==> config.mk <==
export PLATFORM = sky130hd
export DESIGN_NAME = uart_rx_word
export DESIGN_NICKNAME = d
export VERILOG_FILES = /design/src/rtl/uart_pkg.sv /design/src/rtl/uart_rx_byte.sv /design/src/rtl/uart_rx_word.sv
export SDC_FILE = /design/constraint.sdc
export NUM_CORES = 1
export LEC_CHECK = 0
export ABC_CLOCK_PERIOD_IN_PS = 2300
export CAP_MARGIN = 20
export CORE_ASPECT_RATIO = 1.25
export CORE_MARGIN = 3
export CORE_UTILIZATION = 55
export DETAILED_ROUTE_END_ITERATION = 12
export MAX_ROUTING_LAYER = met4
export PLACE_DENSITY_LB_ADDON = 0.2
export SYNTH_ARGS = -nofsm -noshare
export SYNTH_HDL_FRONTEND = slang
export SYNTH_SLANG_ARGS = --single-unit
export TNS_END_PERCENT = 10
==> constraint.sdc <==
create_clock -name clk -period 2.3 [get_ports clk]
set_input_delay 0.345 -clock clk [delete_from_list [all_inputs] [get_ports clk]]
set_output_delay 0.345 -clock clk [all_outputs]
set_load 0.005 [all_outputs]
==> src/rtl/uart_pkg.sv <==
// uart_pkg: shared UART receive FSM encoding, byte-phase type and oversampling constants.
package uart_pkg;
    localparam int OVERSAMPLE  = 16;
    localparam int MID_TICK    = 7;
    localparam int DEF_DBIT    = 8;
    localparam int DEF_SB_TICK = 16;
    typedef enum logic [2:0] {IDLE, START, DATA, PARITY, STOP} rx_state_t;
    typedef enum logic {PH_HIGH, PH_LOW} phase_t;
endpackage

==> src/rtl/uart_rx_byte.sv <==
// uart_rx_byte: 16x-oversampled 8N1 byte receiver with done/error pulses.
// Optional even-parity bit between data and stop when UART_RX_PARITY_EN is defined.
module uart_rx_byte
    import uart_pkg::*;
#(
    parameter int DBIT    = DEF_DBIT,
    parameter int SB_TICK = DEF_SB_TICK
) (
    input  logic            clk,
    input  logic            reset,
    input  logic            s_tick,
    input  logic            rx,
    output logic [DBIT-1:0] dout,
    output logic            done,
    output logic            frame_err,
    output logic            parity_err
);
    localparam int TW = $clog2(OVERSAMPLE);
    localparam int BW = $clog2(DBIT);
    localparam logic [TW-1:0] T_MID  = TW'(MID_TICK);
    localparam logic [TW-1:0] T_LAST = TW'(OVERSAMPLE - 1);
    localparam logic [TW-1:0] T_STOP = TW'(SB_TICK - 1);
    localparam logic [BW-1:0] B_LAST = BW'(DBIT - 1);

    rx_state_t       state;
    logic [1:0]      sync;
    logic [TW-1:0]   tick_cnt;
    logic [BW-1:0]   bit_cnt;
    logic [DBIT-1:0] shreg;
    logic            rx_s;
    logic            par_ok;

    assign rx_s = sync[1];

`ifdef UART_RX_PARITY_EN
    logic par_bit;
    assign par_ok = ~^{shreg, par_bit};
`else
    assign par_ok     = 1'b1;
    assign parity_err = 1'b0;
`endif

    always_ff @(posedge clk) begin
        if (!reset) begin
            state     <= IDLE;
            sync      <= 2'b11;
            tick_cnt  <= '0;
            bit_cnt   <= '0;
            shreg     <= '0;
            dout      <= '0;
            done      <= 1'b0;
            frame_err <= 1'b0;
`ifdef UART_RX_PARITY_EN
            par_bit    <= 1'b0;
            parity_err <= 1'b0;
`endif
        end else begin
            sync      <= {sync[0], rx};
            done      <= 1'b0;
            frame_err <= 1'b0;
`ifdef UART_RX_PARITY_EN
            parity_err <= 1'b0;
`endif
            case (state)
                IDLE: if (!rx_s) begin
                    state    <= START;
                    tick_cnt <= '0;
                end
                START: if (s_tick) begin
                    if (tick_cnt == T_MID) begin
                        tick_cnt <= '0;
                        bit_cnt  <= '0;
                        state    <= rx_s ? IDLE : DATA;
                    end else
                        tick_cnt <= tick_cnt + 1'b1;
                end
                DATA: if (s_tick) begin
                    if (tick_cnt == T_LAST) begin
                        tick_cnt <= '0;
                        bit_cnt  <= bit_cnt + 1'b1;
                        shreg    <= {rx_s, shreg[DBIT-1:1]};
`ifdef UART_RX_PARITY_EN
                        if (bit_cnt == B_LAST) state <= PARITY;
`else
                        if (bit_cnt == B_LAST) state <= STOP;
`endif
                    end else
                        tick_cnt <= tick_cnt + 1'b1;
                end
`ifdef UART_RX_PARITY_EN
                PARITY: if (s_tick) begin
                    if (tick_cnt == T_LAST) begin
                        tick_cnt <= '0;
                        par_bit  <= rx_s;
                        state    <= STOP;
                    end else
                        tick_cnt <= tick_cnt + 1'b1;
                end
`endif
                STOP: if (s_tick) begin
                    if (tick_cnt == T_STOP) begin
                        tick_cnt  <= '0;
                        state     <= IDLE;
                        dout      <= shreg;
                        done      <= rx_s && par_ok;
                        frame_err <= !rx_s;
`ifdef UART_RX_PARITY_EN
                        parity_err <= !par_ok;
`endif
                    end else
                        tick_cnt <= tick_cnt + 1'b1;
                end
                default: state <= IDLE;
            endcase
        end
    end
endmodule

==> src/rtl/uart_rx_word.sv <==
// uart_rx_word: pairs received bytes into words (first byte high) with valid/ack hand-off and sticky overrun.
// Parity checking is enabled by defining UART_RX_PARITY_EN.
module uart_rx_word
    import uart_pkg::*;
#(
    parameter int DBIT    = DEF_DBIT,
    parameter int SB_TICK = DEF_SB_TICK,
    parameter int WORD_W  = 16
) (
    input  logic              clk,
    input  logic              reset,
    input  logic              s_tick,
    input  logic              rx,
    output logic [WORD_W-1:0] rx_word,
    output logic              rx_word_valid,
    input  logic              rx_word_ack,
    output logic              frame_err,
    output logic              parity_err,
    output logic              overrun
);
    logic [DBIT-1:0] byte_data;
    logic [DBIT-1:0] hi;
    logic            byte_done;
    logic            word_done;
    phase_t          phase;

    uart_rx_byte #(.DBIT(DBIT), .SB_TICK(SB_TICK)) u_byte (
        .clk        (clk),
        .reset      (reset),
        .s_tick     (s_tick),
        .rx         (rx),
        .dout       (byte_data),
        .done       (byte_done),
        .frame_err  (frame_err),
        .parity_err (parity_err)
    );

    assign word_done = byte_done && phase == PH_LOW;

    always_ff @(posedge clk) begin
        if (!reset) begin
            phase         <= PH_HIGH;
            hi            <= '0;
            rx_word       <= '0;
            rx_word_valid <= 1'b0;
            overrun       <= 1'b0;
        end else begin
            if (byte_done) begin
                phase <= phase == PH_HIGH ? PH_LOW : PH_HIGH;
                if (phase == PH_HIGH) hi <= byte_data;
            end
            // a bad frame drops any half-built word so pairing realigns
            if (frame_err || parity_err) phase <= PH_HIGH;
            if (rx_word_valid && rx_word_ack) begin
                rx_word_valid <= 1'b0;
                overrun       <= 1'b0;
            end
            if (word_done) begin
                if (!rx_word_valid || rx_word_ack) begin
                    rx_word       <= WORD_W'({hi, byte_data});
                    rx_word_valid <= 1'b1;
                end else
                    overrun <= 1'b1;
            end
        end
    end
endmodule

# --- After elaboration in Yosys (flattened, before gate mapping) ---
# Cells that the tools add are included.
totals:
  register_bits: 57
  latch_bits: 0
  mem_bits_rw: 0
  mem_bits_ro: 0
  mem_count: 0
classes:
  addsub: 2
  multipliers: 0
  div: 0
  magnitude_cmp: 0
  eq_ne: 15
  shift: 0
  muxes: 28
  n_bitwise: 2
  n_reduce_logical: 18
op_table:
  columns: ["cell", "n"]
  rows:
  - ["2-to-1 mux 3 bit", 12]
  - ["2-to-1 mux 4 bit", 5]
  - ["one-hot mux 3 bit (4 select lines)", 1]
  - ["one-hot mux 4 bit (3 select lines)", 1]
  - ["!= test 2 x 1 -> 1 bit (second input constant)", 5]
  - ["!= test 2 bit (second input constant)", 4]
  - ["AND reduction 4 bit", 2]
  - ["AND reduction 8 bit", 1]
  - ["2-to-1 mux 1 bit", 7]
  - ["== test 3 bit (second input constant)", 2]
  - ["one-hot mux 3 bit (2 select lines)", 1]
  - ["AND reduction 3 bit", 2]
  - ["AND reduction 5 bit", 1]
  - ["adder 4 x 1 -> 4 bit (second input constant)", 1]
  - ["== test 4 x 3 -> 1 bit (second input constant)", 1]
  - ["== test 4 bit (second input constant)", 1]
  - ["AND reduction 2 bit", 2]
  - ["OR reduction 2 bit", 2]
  - ["adder 3 x 1 -> 3 bit (second input constant)", 1]
  - ["== test 3 x 1 -> 1 bit (second input constant)", 1]
  - ["== test 3 x 2 -> 1 bit (second input constant)", 1]
  - ["zero test 3 bit", 1]
  - ["nonzero test 3 bit", 1]
  - ["logical AND 1 bit", 2]
  - ["other kinds (5)", 7]

# --- Longest topological paths before layout ---
depth:
  depth_word: 5
  ltp_mapped: 7
  mapped_depth_nobuf: 7

# --- Modules after synthesis ---
# Synthesis repeated with hierarchy kept, for this count alone.
hier_totals:
  hier_cells: 270
  hier_area_um2: 2511.2
modules_own_cells:
  columns: ["mod", "n_inst", "cells_per_inst", "area_per_inst_um2", "seq_area_each_um2"]
  rows:
  - ["uart_rx_byte", 1, 150, 1423.9, 600.6]
  - ["uart_rx_word", 1, 120, 1087.3, 540.5]

# --- Least setup slack after synthesis ---
# Ideal clock, no wire load.
synth_path:
  path_type: "register to register"
  from: "register u_byte.tick_cnt[0]"
  to: "register u_byte.shreg[7]"
  setup_ns: 0.132
  arrival_ns: 1.519
  required_time_ns: 2.168
  path_slack_ns: 0.649
  path_stages_with_launch: 7
  synth_period_minus_slack_ns: 1.651
  path_cell_list: "dfxtp_1 ha_1 nand4_4 or4b_4 buf_6 nand2_1 a21oi_1"
synth_between:
  elab_chain_len: 2
synth_lines:
  columns: ["item", "line", "source"]
  rows:
  - ["start, declared", "uart_rx_byte.sv:27", "logic [TW-1:0] tick_cnt;"]
  - ["start signal, assigned", "uart_rx_byte.sv:75", "tick_cnt <= tick_cnt + 1'b1;"]
  - ["start signal, assigned", "uart_rx_byte.sv:88", "tick_cnt <= tick_cnt + 1'b1;"]
  - ["start signal, assigned", "uart_rx_byte.sv:111", "tick_cnt <= tick_cnt + 1'b1;"]
  - ["== test 4 bit", "uart_rx_byte.sv:78", "if (tick_cnt == T_LAST) begin"]
  - ["AND reduction 3 bit (no line)", null, null]
  - ["end signal, assigned", "uart_rx_byte.sv:81", "shreg <= {rx_s, shreg[DBIT-1:1]};"]
  - ["end, declared", "uart_rx_byte.sv:29", "logic [DBIT-1:0] shreg;"]
# No other way between the ends.
# A chain may end at the register's enable or synchronous reset.

# --- Final worst setup path ---
layout_path:
  from: "register u_byte.state[0]"
  to: "register u_byte.tick_cnt[3]"
layout_between:
  elab_chain_len: 4
  elab_cells_between_ends: 11
  cone_classes: "eq/ne (6); mux (1); reduce/logical (4)"
layout_lines:
  columns: ["item", "line", "source"]
  rows:
  - ["start, declared", "uart_rx_byte.sv:25", "rx_state_t state;"]
  - ["start signal, assigned", "uart_rx_byte.sv:73", "state <= rx_s ? IDLE : DATA;"]
  - ["== test 3 x 2 -> 1 bit / == test 3 bit (equally long branches)", "uart_rx_byte.sv:64", "case (state)"]
  - ["OR reduction 2 bit (no line)", null, null]
  - ["!= test 2 x 1 -> 1 bit (no line) / nonzero test 3 bit (equally long branches)", null, null]
  - ["AND reduction 4 bit (no line)", null, null]
# Several ways; a longest one is shown, not always the timed one.

==> flow_summary_export.csv <==
group,metric,value,unit
run_status,run_status,"finished, final reports clean",
timing,slew_viol_final,0,
finish,final_cell_mix,"nand2_1 (70), dfxtp_1 (57), a21oi_1 (36)",
worst_setup_path,critical_path.max_fanout,17,
synthesis,synth_nets,278,
place,place.port_buffers,23,
synthesis,yosys-top-cells-area,"dfxtp_1 (49%), nand2_1 (11%), a21oi_1 (7.8%)",
synthesis,synth_flop_cell,"dfxtp_1",
finish,area_delta_synth_final,19.4,%
timing,finalHoldViolCount,0,
worst_setup_path,crit_start,"u_byte.state[0]",
global_route,antenna_found_initial,0,
synthesis,synth_top_cell_area_share,49.2,%
timing,skew,4.46,ps
worst_setup_path,r2r-end,"u_byte.tick_cnt[3]",
synthesis,synth_area,2320,sq um
cts,cts_tree,"done",
synthesis,yosysWarnings,0,
worst_setup_path,path_cells,"xor2_1, o21ai_0, a31oi_1, nand3_1, a31oi_1",
synthesis,synth_cells,270,
place,placed_area,2560,sq um
worst_setup_path,path_class,"flip-flop to flip-flop",
worst_hold_path,worstHoldStart,"u_byte.sync[0]",
drt,routed_wl,4.14,mm
cts,clk_pin_slew,60,ps
worst_setup_path,required,2560,ps
worst_hold_path,holdCritPathClass,"flip-flop to flip-flop",
global_route,grt_max_degree,52,
worst_setup_path,max_stage_delay,730,ps
floorplan,ios,25,
floorplan,die_y,78.6,um
synthesis,synth-seq-cells,57,
finish,fin_area,2770,sq um
cts,htreeDepth,3,
place,place_inst,332,
flow_run,max_cap_viol_count,0,
floorplan,initial_core_util,59.3,%
drt,dr.pass1.iters,4,
worst_setup_path,critical_path_arrival,2180,ps
timing,rsz0062_at_grt,"false",
cts,clock_path_buffers,2,
worst_setup_path,worstReg2RegStart,"u_byte.state[0]",
drt,drc_errors,0,
synthesis,yosysUniqueCellTypes,45,
pwr,p_leak,0.949,nW
cts,postCtsSetupRepairBufs,0,
global_route,grt_pass1_wl,7.23,mm
cts,root_buffer,"clkbuf_8",
drt,avgViaCountPerCell,5.25,
pwr,ir_drop,0.000587,V
worst_setup_path,end_kind,"flip-flop",
drt,wl_per_cell,11.9,um
cts,cts_made_buffers,9,
timing,fin_crit,1920,ps
timing,min_period_over_period,83.6,%
worst_setup_path,critPathSlowestCell,"dfxtp_1",
timing,worstMarginPinSlew,643,ps
finish,drive_above_1_share,9.86,%
finish,final_common_cell,"nand2_1",
finish,n_antenna_cell,0,
synthesis,async_flop_share,0,%
pwr,power_density,731,nW/um^2
drt,num_vias,1826,
place,dp_hpwl,2.69,mm
cts,cts_hold_repair.buffers,0,
cts,ctsResizeCount,0,
global_route,grt.total_usage,18.9,%
drt,detail_route.iter0.violations,82,
synthesis,ys_seq_area_share,49.2,%
place,gp_congestion,0.735,
worst_setup_path,worst_setup_path_start_kind,"flip-flop",
cts,cts_sinks,57,
synthesis,synth.avg_cell_area,8.59,sq um
finish,nets,297,
worst_setup_path,rr_worst_depth,5,
timing,relSlewSlack,57.1,%
worst_setup_path,ff2ff_setup_slack,380,ps
timing,max_freq,520,MHz
finish,final_cells,348,
synthesis,yosysTopAreaCell,"dfxtp_1",
synthesis,synth_edf_count,0,
drt,ant_nets,0,
floorplan,die_area,5040,sq um
worst_setup_path,endpoint,"u_byte.tick_cnt[3]",
timing,setup_viol,0,
floorplan,core,3910,sq um
floorplan,floorplan.rows,25,
floorplan,die_w,64.1,um
global_route,grt_pass1_vias,1645,
cts,insertion_delay,330,ps
global_route,overflow,0,
timing,setup_tns,0,ps
finish,final_util,70.8,%
worst_setup_path,path_common_cell,"a31oi_1",
[synthesized netlist by cell type, drive strengths merged, types with 2 or more instances]
cell type,number
a31oi,5
nor2b,2
a21o,2
nor2,18
nor4b,2
ha,3
xor2,2
nand3,8
nand2b,4
xnor2,2
a21oi,37
mux2i,9
buf,9
a22oi,2
dfxtp,57
nor3,4
nand2,70
and3,2
o21ai,4
a211oi,2
clkbuf,10
[through the flow]
step                      hold WS (ps)  power, mW  worst slack (ps)
after global placement             391       1.09               249
after floorplan                    386       1.08               649
after CTS                          416       2.04               391
final                              411       2.02               376
after global routing               462       2.10               168
after detailed placement           400       1.09               210
[worst min-delay path by stage]
stage	slack, ps	end	cells after the start
global route	460	phase	1
detailed placement	400	u_byte.sync[1]	1
global placement	390	u_byte.sync[1]	1
floorplan	390	u_byte.sync[1]	1
CTS	420	u_byte.sync[1]	1
finish	410	u_byte.sync[1]	1
[layer usage]
layer	wire length [um]	GRT usage (%)	vias up
met5	0	-	-
met4	110	11.7	0
met3	121	5.15	9
met2	2070	30.5	21
met1	1840	20.5	843
li1	-	-	953
[worst max-delay path, delay by kind of cell (launching register included)]
kind             cells  cell delay, ps
flip-flops           1             730
AO/OA/AOI/OAI        3             670
XOR/XNOR             1             350
AND/OR/NAND/NOR      1             110
[logic make-up after synthesis]
family | share of synthesized area [%]
muxes | 3.88
DFF | 49.2
and+or+nand+nor | 24.5
other | 0.162
xor gates and xnor gates | 1.51
adders and majority gates | 1.62
buffers and inverters | 4.85
AOI/OAI and AO/OA | 14.3
[state kept, by name, indices dropped and copies added (netlist names), 2 cells and up]
name	count
u_byte.shreg	8
u_byte.bit_cnt	3
rx_word	16
hi	8
u_byte.state	3
u_byte.sync	2
u_byte.tick_cnt	4
u_byte.dout	8
[final cells by class]
cell class / instances / area [sq um]
flip-flops and latches: 57 / 1140
well taps: 54 / 67.6
clock inverters: 2 / 35.0
repair buffers: 27 / 273
inverters: 2 / 7.51
fillers: 323 / 1140
multi-input cells: 192 / 1070
clock buffers: 14 / 173
[power breakdown]
group,total [mW],internal [mW],switching (mW)
clock,0.952,0.588,0.364
sequential,1.00,0.992,0.0128
combinational,0.0672,0.0281,0.0391
No activity file was read; power rests on OpenSTA's default activity.
